File: src/rtl/reduce_nway_pipe_if.sv
// Handshake bundle for reduce_nway_pipe: input beat side and reduced output side.
// REDUCE_NWAY_ACCUM_EN adds the in_last frame marker.
interface reduce_nway_pipe_if #(
  parameter int WIDTH = 16
);
  logic [WIDTH-1:0] in;
  logic [1:0]       mode;
  logic             in_valid;
  logic             in_ready;
`ifdef REDUCE_NWAY_ACCUM_EN
  logic             in_last;
`endif
  logic             out;
  logic [1:0]       out_mode;
  logic             out_valid;
  logic             out_ready;

`ifdef REDUCE_NWAY_ACCUM_EN
  modport slave (
    input  in, mode, in_valid, in_last, out_ready,
    output in_ready, out, out_mode, out_valid
  );
  modport master (
    output in, mode, in_valid, in_last, out_ready,
    input  in_ready, out, out_mode, out_valid
  );
`else
  modport slave (
    input  in, mode, in_valid, out_ready,
    output in_ready, out, out_mode, out_valid
  );
  modport master (
    output in, mode, in_valid, out_ready,
    input  in_ready, out, out_mode, out_valid
  );
`endif
endinterface

File: src/rtl/reduce_nway_pipe.sv
// Pipelined N-input OR/AND/XOR reduction tree, one registered level per tree stage, global stall.
// Optional frame accumulation across beats is enabled with REDUCE_NWAY_ACCUM_EN.
module reduce_nway_pipe #(
  parameter int WIDTH = 16
) (
  input logic             clk,
  input logic             rst_n,
  reduce_nway_pipe_if.slave bus
);
  localparam int LEVELS = (WIDTH <= 1) ? 1 : $clog2(WIDTH);
  localparam int PAD    = 1 << LEVELS;
  localparam int HALF   = PAD / 2;

  function automatic logic op(input logic a, input logic b, input logic [1:0] m);
    case (m)
      2'b01:   op = a & b;
      2'b10:   op = a ^ b;
      default: op = a | b;
    endcase
  endfunction

  logic            stall;
  logic            accept;
  logic [1:0]      in_mode_eff;
  logic [PAD-1:0]  pad_data;
  logic [HALF-1:0] data_reg  [1:LEVELS];
  logic            valid_reg [1:LEVELS];
  logic [1:0]      mode_reg  [1:LEVELS];
`ifdef REDUCE_NWAY_ACCUM_EN
  logic            last_reg  [1:LEVELS];
  logic            frame_open_reg;
  logic [1:0]      frame_mode_reg;
  logic            acc_open_reg;
  logic            acc_reg;
  logic            folded;
`endif

  assign bus.in_ready = rst_n && !stall;
  assign accept       = bus.in_valid && bus.in_ready;

`ifdef REDUCE_NWAY_ACCUM_EN
  // Later beats of a frame are reduced with the mode latched from the frame's first beat.
  assign in_mode_eff = frame_open_reg ? frame_mode_reg : bus.mode;

  always_ff @(posedge clk) begin
    if (!rst_n) begin
      frame_open_reg <= 1'b0;
      frame_mode_reg <= 2'b00;
    end else if (accept) begin
      if (bus.in_last) begin
        frame_open_reg <= 1'b0;
      end else if (!frame_open_reg) begin
        frame_open_reg <= 1'b1;
        frame_mode_reg <= bus.mode;
      end
    end
  end
`else
  assign in_mode_eff = bus.mode;
`endif

  // Pad up to a power of two with the identity of the selected operation.
  always_comb begin
    pad_data              = {PAD{in_mode_eff == 2'b01}};
    pad_data[WIDTH-1:0]   = bus.in;
  end

  genvar gi;
  generate
    for (gi = 1; gi <= LEVELS; gi++) begin : gen_lvl
      logic [PAD-1:0]  prev_data;
      logic            prev_valid;
      logic [1:0]      prev_mode;
      logic [HALF-1:0] next_data;
`ifdef REDUCE_NWAY_ACCUM_EN
      logic            prev_last;
`endif

      if (gi == 1) begin : gen_first
        assign prev_data  = pad_data;
        assign prev_valid = accept;
        assign prev_mode  = in_mode_eff;
`ifdef REDUCE_NWAY_ACCUM_EN
        assign prev_last  = bus.in_last;
`endif
      end else begin : gen_inner
        // Bits above the live width of this level are don't-care and never reach bit 0.
        assign prev_data  = {{HALF{1'b0}}, data_reg[gi-1]};
        assign prev_valid = valid_reg[gi-1];
        assign prev_mode  = mode_reg[gi-1];
`ifdef REDUCE_NWAY_ACCUM_EN
        assign prev_last  = last_reg[gi-1];
`endif
      end

      always_comb begin
        next_data = '0;
        for (int j = 0; j < HALF; j++) begin
          next_data[j] = op(prev_data[2*j], prev_data[2*j+1], prev_mode);
        end
      end

      always_ff @(posedge clk) begin
        if (!rst_n) begin
          data_reg[gi]  <= '0;
          valid_reg[gi] <= 1'b0;
          mode_reg[gi]  <= 2'b00;
`ifdef REDUCE_NWAY_ACCUM_EN
          last_reg[gi]  <= 1'b0;
`endif
        end else if (!stall) begin
          data_reg[gi]  <= next_data;
          valid_reg[gi] <= prev_valid;
          mode_reg[gi]  <= prev_mode;
`ifdef REDUCE_NWAY_ACCUM_EN
          last_reg[gi]  <= prev_last;
`endif
        end
      end
    end
  endgenerate

`ifdef REDUCE_NWAY_ACCUM_EN
  // An idle accumulator behaves as the identity, so the first beat passes straight through.
  assign folded        = acc_open_reg ? op(acc_reg, data_reg[LEVELS][0], mode_reg[LEVELS])
                                      : data_reg[LEVELS][0];
  assign bus.out       = folded;
  assign bus.out_mode  = mode_reg[LEVELS];
  assign bus.out_valid = valid_reg[LEVELS] && last_reg[LEVELS];
  assign stall         = bus.out_valid && !bus.out_ready;

  always_ff @(posedge clk) begin
    if (!rst_n) begin
      acc_open_reg <= 1'b0;
      acc_reg      <= 1'b0;
    end else if (!stall && valid_reg[LEVELS]) begin
      if (last_reg[LEVELS]) begin
        acc_open_reg <= 1'b0;
        acc_reg      <= 1'b0;
      end else begin
        acc_open_reg <= 1'b1;
        acc_reg      <= folded;
      end
    end
  end
`else
  assign bus.out       = data_reg[LEVELS][0];
  assign bus.out_mode  = mode_reg[LEVELS];
  assign bus.out_valid = valid_reg[LEVELS];
  assign stall         = bus.out_valid && !bus.out_ready;
`endif

endmodule

File: src/flat_wrapper.sv
// flat-port wrapper written by rule: the top's interface ports become plain ports
module reduce_nway_pipe_flat 
#(
  parameter int WIDTH = 16
)
  (clk, rst_n, bus_in, bus_mode, bus_in_valid, bus_out_ready, bus_in_ready, bus_out, bus_out_mode, bus_out_valid);
  reduce_nway_pipe_if #(.WIDTH(WIDTH)) bus_i ();
  input logic clk;
  input logic rst_n;
  input wire logic [$bits(bus_i.in)-1:0] bus_in;
  input wire logic [$bits(bus_i.mode)-1:0] bus_mode;
  input wire logic [$bits(bus_i.in_valid)-1:0] bus_in_valid;
  input wire logic [$bits(bus_i.out_ready)-1:0] bus_out_ready;
  output wire logic [$bits(bus_i.in_ready)-1:0] bus_in_ready;
  output wire logic [$bits(bus_i.out)-1:0] bus_out;
  output wire logic [$bits(bus_i.out_mode)-1:0] bus_out_mode;
  output wire logic [$bits(bus_i.out_valid)-1:0] bus_out_valid;
  assign bus_i.in = bus_in;
  assign bus_i.mode = bus_mode;
  assign bus_i.in_valid = bus_in_valid;
  assign bus_i.out_ready = bus_out_ready;
  assign bus_in_ready = bus_i.in_ready;
  assign bus_out = bus_i.out;
  assign bus_out_mode = bus_i.out_mode;
  assign bus_out_valid = bus_i.out_valid;
  reduce_nway_pipe #(.WIDTH(WIDTH)) u_core (.clk(clk), .rst_n(rst_n), .bus(bus_i));
endmodule
File: config.mk
export PLATFORM = sky130hd
export DESIGN_NAME = reduce_nway_pipe_flat
export DESIGN_NICKNAME = d
export VERILOG_FILES = /design/src/rtl/reduce_nway_pipe_if.sv /design/src/rtl/reduce_nway_pipe.sv /design/src/flat_wrapper.sv
export SDC_FILE = /design/constraint.sdc
export NUM_CORES = 1
export LEC_CHECK = 0
export BUFFER_PORTS_ARGS = -buffer_cell sky130_fd_sc_hd__buf_2
export CORE_MARGIN = 2
export CORE_UTILIZATION = 57
export DETAILED_ROUTE_END_ITERATION = 8
export PLACE_DENSITY = 0.9
export SLEW_MARGIN = 40
export SYNTH_ARGS = -nofsm -noshare
export SYNTH_HDL_FRONTEND = slang
export SYNTH_SLANG_ARGS = --single-unit
File: constraint.sdc
create_clock -name clk -period 2.03 [get_ports clk]
set_input_delay 0.5075 -clock clk [delete_from_list [all_inputs] [get_ports clk]]
set_output_delay 0.5075 -clock clk [all_outputs]
set_load 0.005 [all_outputs]
==> flow_summary_export.csv <==
group,metric,value,unit
sta,hold_ws,529.4,ps
drt,drt_first_pass_iters,4,
logic_synthesis,syn_area_per_cell,11.98,µm²
critical_path,worst_setup_path_end_kind,"flip-flop",
critical_path,worst_ep_required_time,2120,ps
drt,route.detailed.vias_per_inst,5.797,
critical_path,crit_slowest_cell,"sky130_fd_sc_hd__ha_1",
sta,final_hold_violations,0,
cells_and_area,flip_flop_count_of_the_largest_register_after_layout,15,
sta,slew_violations,0,
critical_path,timing.critical_path.max_delay_family,"adder cells",
grt,overflow,0,
cells_and_area,n_fill_cell,262,
critical_path,critical_path.reg2reg.endpoint,"u_core.data_reg[0][19]",
run_status,run_status,"finished, final reports clean",
sta,timing.fmax,0.6023,GHz
sta,min_period,1660,ps
logic_synthesis,post_synth_num_cell_types,16,
cells_and_area,nNetsFinal,244,
power,ir_worst_vdd,0.2449,mV
place,dp_hpwl,2479,µm
cells_and_area,antennaDiodeCount,0,
critical_path,reg2reg_depth,3,
hold_path,hold-path-cell-count,2,
grt,grt_max_degree,28,
critical_path,timing.critical_path.buf_inv,2,
place,numPortBuffers,26,
clock_network,clkLatencyLatePin,330,ps
sta,worst_pin_slew,489.8,ps
logic_synthesis,syn_area,1881,µm²
clock_network,clock-sinks,27,
place,gpl.final_weighted_congestion,0.7654,
grt,global_route.usage.total,0.2052,
critical_path,timing.rr.start,"u_core.mode_reg[0][2]",
place,placed_cells,223,
cells_and_area,postLayoutCoreUtil,0.6653,
critical_path,worst_setup_path_start_kind,"input pin",
sta,worst_clock_skew,4.940,ps
place,post_dp_cell_area,2038,µm²
sta,setup_repair_after_global_routing_missed_its_margin,"false",
run,maxcap_viol_count,0,
drt,routed_wirelength,3327,µm
logic_synthesis,postSynthNetCount,217,
grt,antenna_found_initial,0,
power,cellPowerDensity,572.1,nW/µm²
clock_network,quantity_of_hold_fixing_buffers_added_after_cts,0,
floorplan,die_h,61.44,µm
clock_network,postCtsSetupBuffers,0,
grt,grt_pass1_wl,5602,µm
floorplan,dieWidth,61.44,µm
clock_network,cts_root_buf,"sky130_fd_sc_hd__clkbuf_4",
clock_network,cts_made_buffers,3,
drt,routed_wire_length_per_instance,14.66,µm
floorplan,start_util,0.6060,
hold_path,min_path_type,"input pin to flip-flop",
drt,route.vias.total,1316,
grt,first_global_vias,1324,
floorplan,dieArea,3775,µm²
critical_path,worst_ep_arrival_time,1750,ps
sta,post-route-period-util,0.8179,
cells_and_area,layout-drive-gt1-share,0.2186,
floorplan,standard_cell_row_count,20,
cells_and_area,mostFrequentLayoutCells,"sky130_fd_sc_hd__inv_1, sky130_fd_sc_hd__ha_1, sky130_fd_sc_hd__edfxtp_1, sky130_fd_sc_hd__buf_2, sky130_fd_sc_hd__a221oi_1",
clock_network,cts_max_level,1,
floorplan,placeableCoreArea,3103,µm²
critical_path,critPathKind,"input pin to flip-flop",
clock_network,clk_pin_slew_worst_paths,140,ps
critical_path,worst-r2r-setup-slack,550,ps
hold_path,hold-path-endpoint,"u_core.valid_reg[0][1]",
clock_network,ctsResizeCount,0,
power,power.leakage,0.9711,nW
critical_path,largest_driver_fanout_on_the_critical_path,16,
drt,route.detailed.drc,0,
sta,tns,0,ps
clock_network,max-clock-path-buffers,2,
clock_network,tritoncts,"done",
floorplan,ios,27,
logic_synthesis,gate_count_of_the_mapped_netlist,157,
drt,number_of_nets_still_failing_antenna_checks_after_routing,0,
sta,setup_violations,0,
cells_and_area,area_delta_synth_final,9.780,%
logic_synthesis,synthesis.yosys.warnings,0,
critical_path,critPathMaxStageDelay,590,ps
critical_path,cp_cell_sequence,"buf_2, inv_1, ha_1, a221oi_1, a2111oi_0",
sta,maxSlewHeadroom,0.6735,
drt,first_iter_violations,51,
logic_synthesis,yosys_register_bits,27,
hold_path,hp-start,"bus_in_valid",
logic_synthesis,seq_area_frac_synth,0.4311,
cells_and_area,finish.instance_area,2064,µm²
cells_and_area,fin_cells,227,
==> routing by layer <==
metal | GRT usage | part of all wire | up-vias
met5 | 0 | 0 | -
met4 | 0.09422 | 0.027 | 0
met3 | 0.01891 | 0.040 | 11
met2 | 0.4134 | 0.57 | 50
met1 | 0.2086 | 0.36 | 624
li1 | - | - | 631
==> report_power, final <==
part / switching (mW) / internal, mW
clock: 0.159 / 0.0771
combinational: 0.138 / 0.115
sequential: 0.0243 / 0.668
==> logic make-up (layout without fill, tap and decap cells) <==
| family | after synthesis | after routing | synth area share |
|---|---|---|---|
| fa+ha+maj | 38 | 38 | 0.2528 |
| compound gates | 30 | 30 | 0.1590 |
| buf+inv | 47 | 73 | 0.1084 |
| simple gates | 15 | 15 | 0.04857 |
| flops | 27 | 27 | 0.4311 |
==> Yosys cell counts <==
master | number | area, µm²
sky130_fd_sc_hd__edfxtp_1 | 27 | 810.8
sky130_fd_sc_hd__nor3_1 | 8 | 40.04
sky130_fd_sc_hd__nor2_1 | 1 | 3.750
sky130_fd_sc_hd__ha_1 | 38 | 475.5
sky130_fd_sc_hd__a2111oi_0 | 6 | 52.55
sky130_fd_sc_hd__a2111oi_2 | 5 | 75.07
sky130_fd_sc_hd__nand2_1 | 1 | 3.750
sky130_fd_sc_hd__inv_1 | 38 | 142.6
sky130_fd_sc_hd__buf_2 | 4 | 20.02
sky130_fd_sc_hd__nor3b_1 | 4 | 30.03
sky130_fd_sc_hd__buf_1 | 1 | 3.750
sky130_fd_sc_hd__a221oi_1 | 15 | 131.4
sky130_fd_sc_hd__inv_2 | 1 | 3.750
sky130_fd_sc_hd__buf_6 | 3 | 33.78
sky130_fd_sc_hd__a2111oi_1 | 4 | 40.04
sky130_fd_sc_hd__nor2b_4 | 1 | 13.76
==> through the flow <==
step	setup WS (ps)	total power, mW
final	369.7	1.181
after global routing	175.8	1.239
after CTS	420.1	1.179
after detailed placement	68.62	0.9560
after global placement	266.0	0.9214
after floorplan	186.2	0.8719
==> cell type report <==
cell class	count	area, µm²	share of cell area
inverters	39	146.4	0.07091
well taps	44	55.05	0.02667
flip-flops and latches	27	810.8	0.3927
multi-input cells	83	865.8	0.4194
repair buffers	30	160.2	0.07758
clock buffers	4	26.28	0.01273
==> worst max path at each step <==
stage / to / slack, ps / depth (start not counted) / from
after global routing: u_core.data_reg[0][13] / 180 / 5 / bus_mode[0]
after floorplan: u_core.data_reg[0][10] / 190 / 4 / bus_out_ready
after CTS: bus_in_ready / 420 / 4 / rst_n
after detailed placement: u_core.data_reg[0][13] / 70 / 5 / bus_mode[0]
final: u_core.data_reg[0][8] / 370 / 5 / bus_mode[0]
after global placement: u_core.data_reg[0][12] / 270 / 5 / bus_mode[0]
Note: power is estimated with default switching activity, not from simulation.
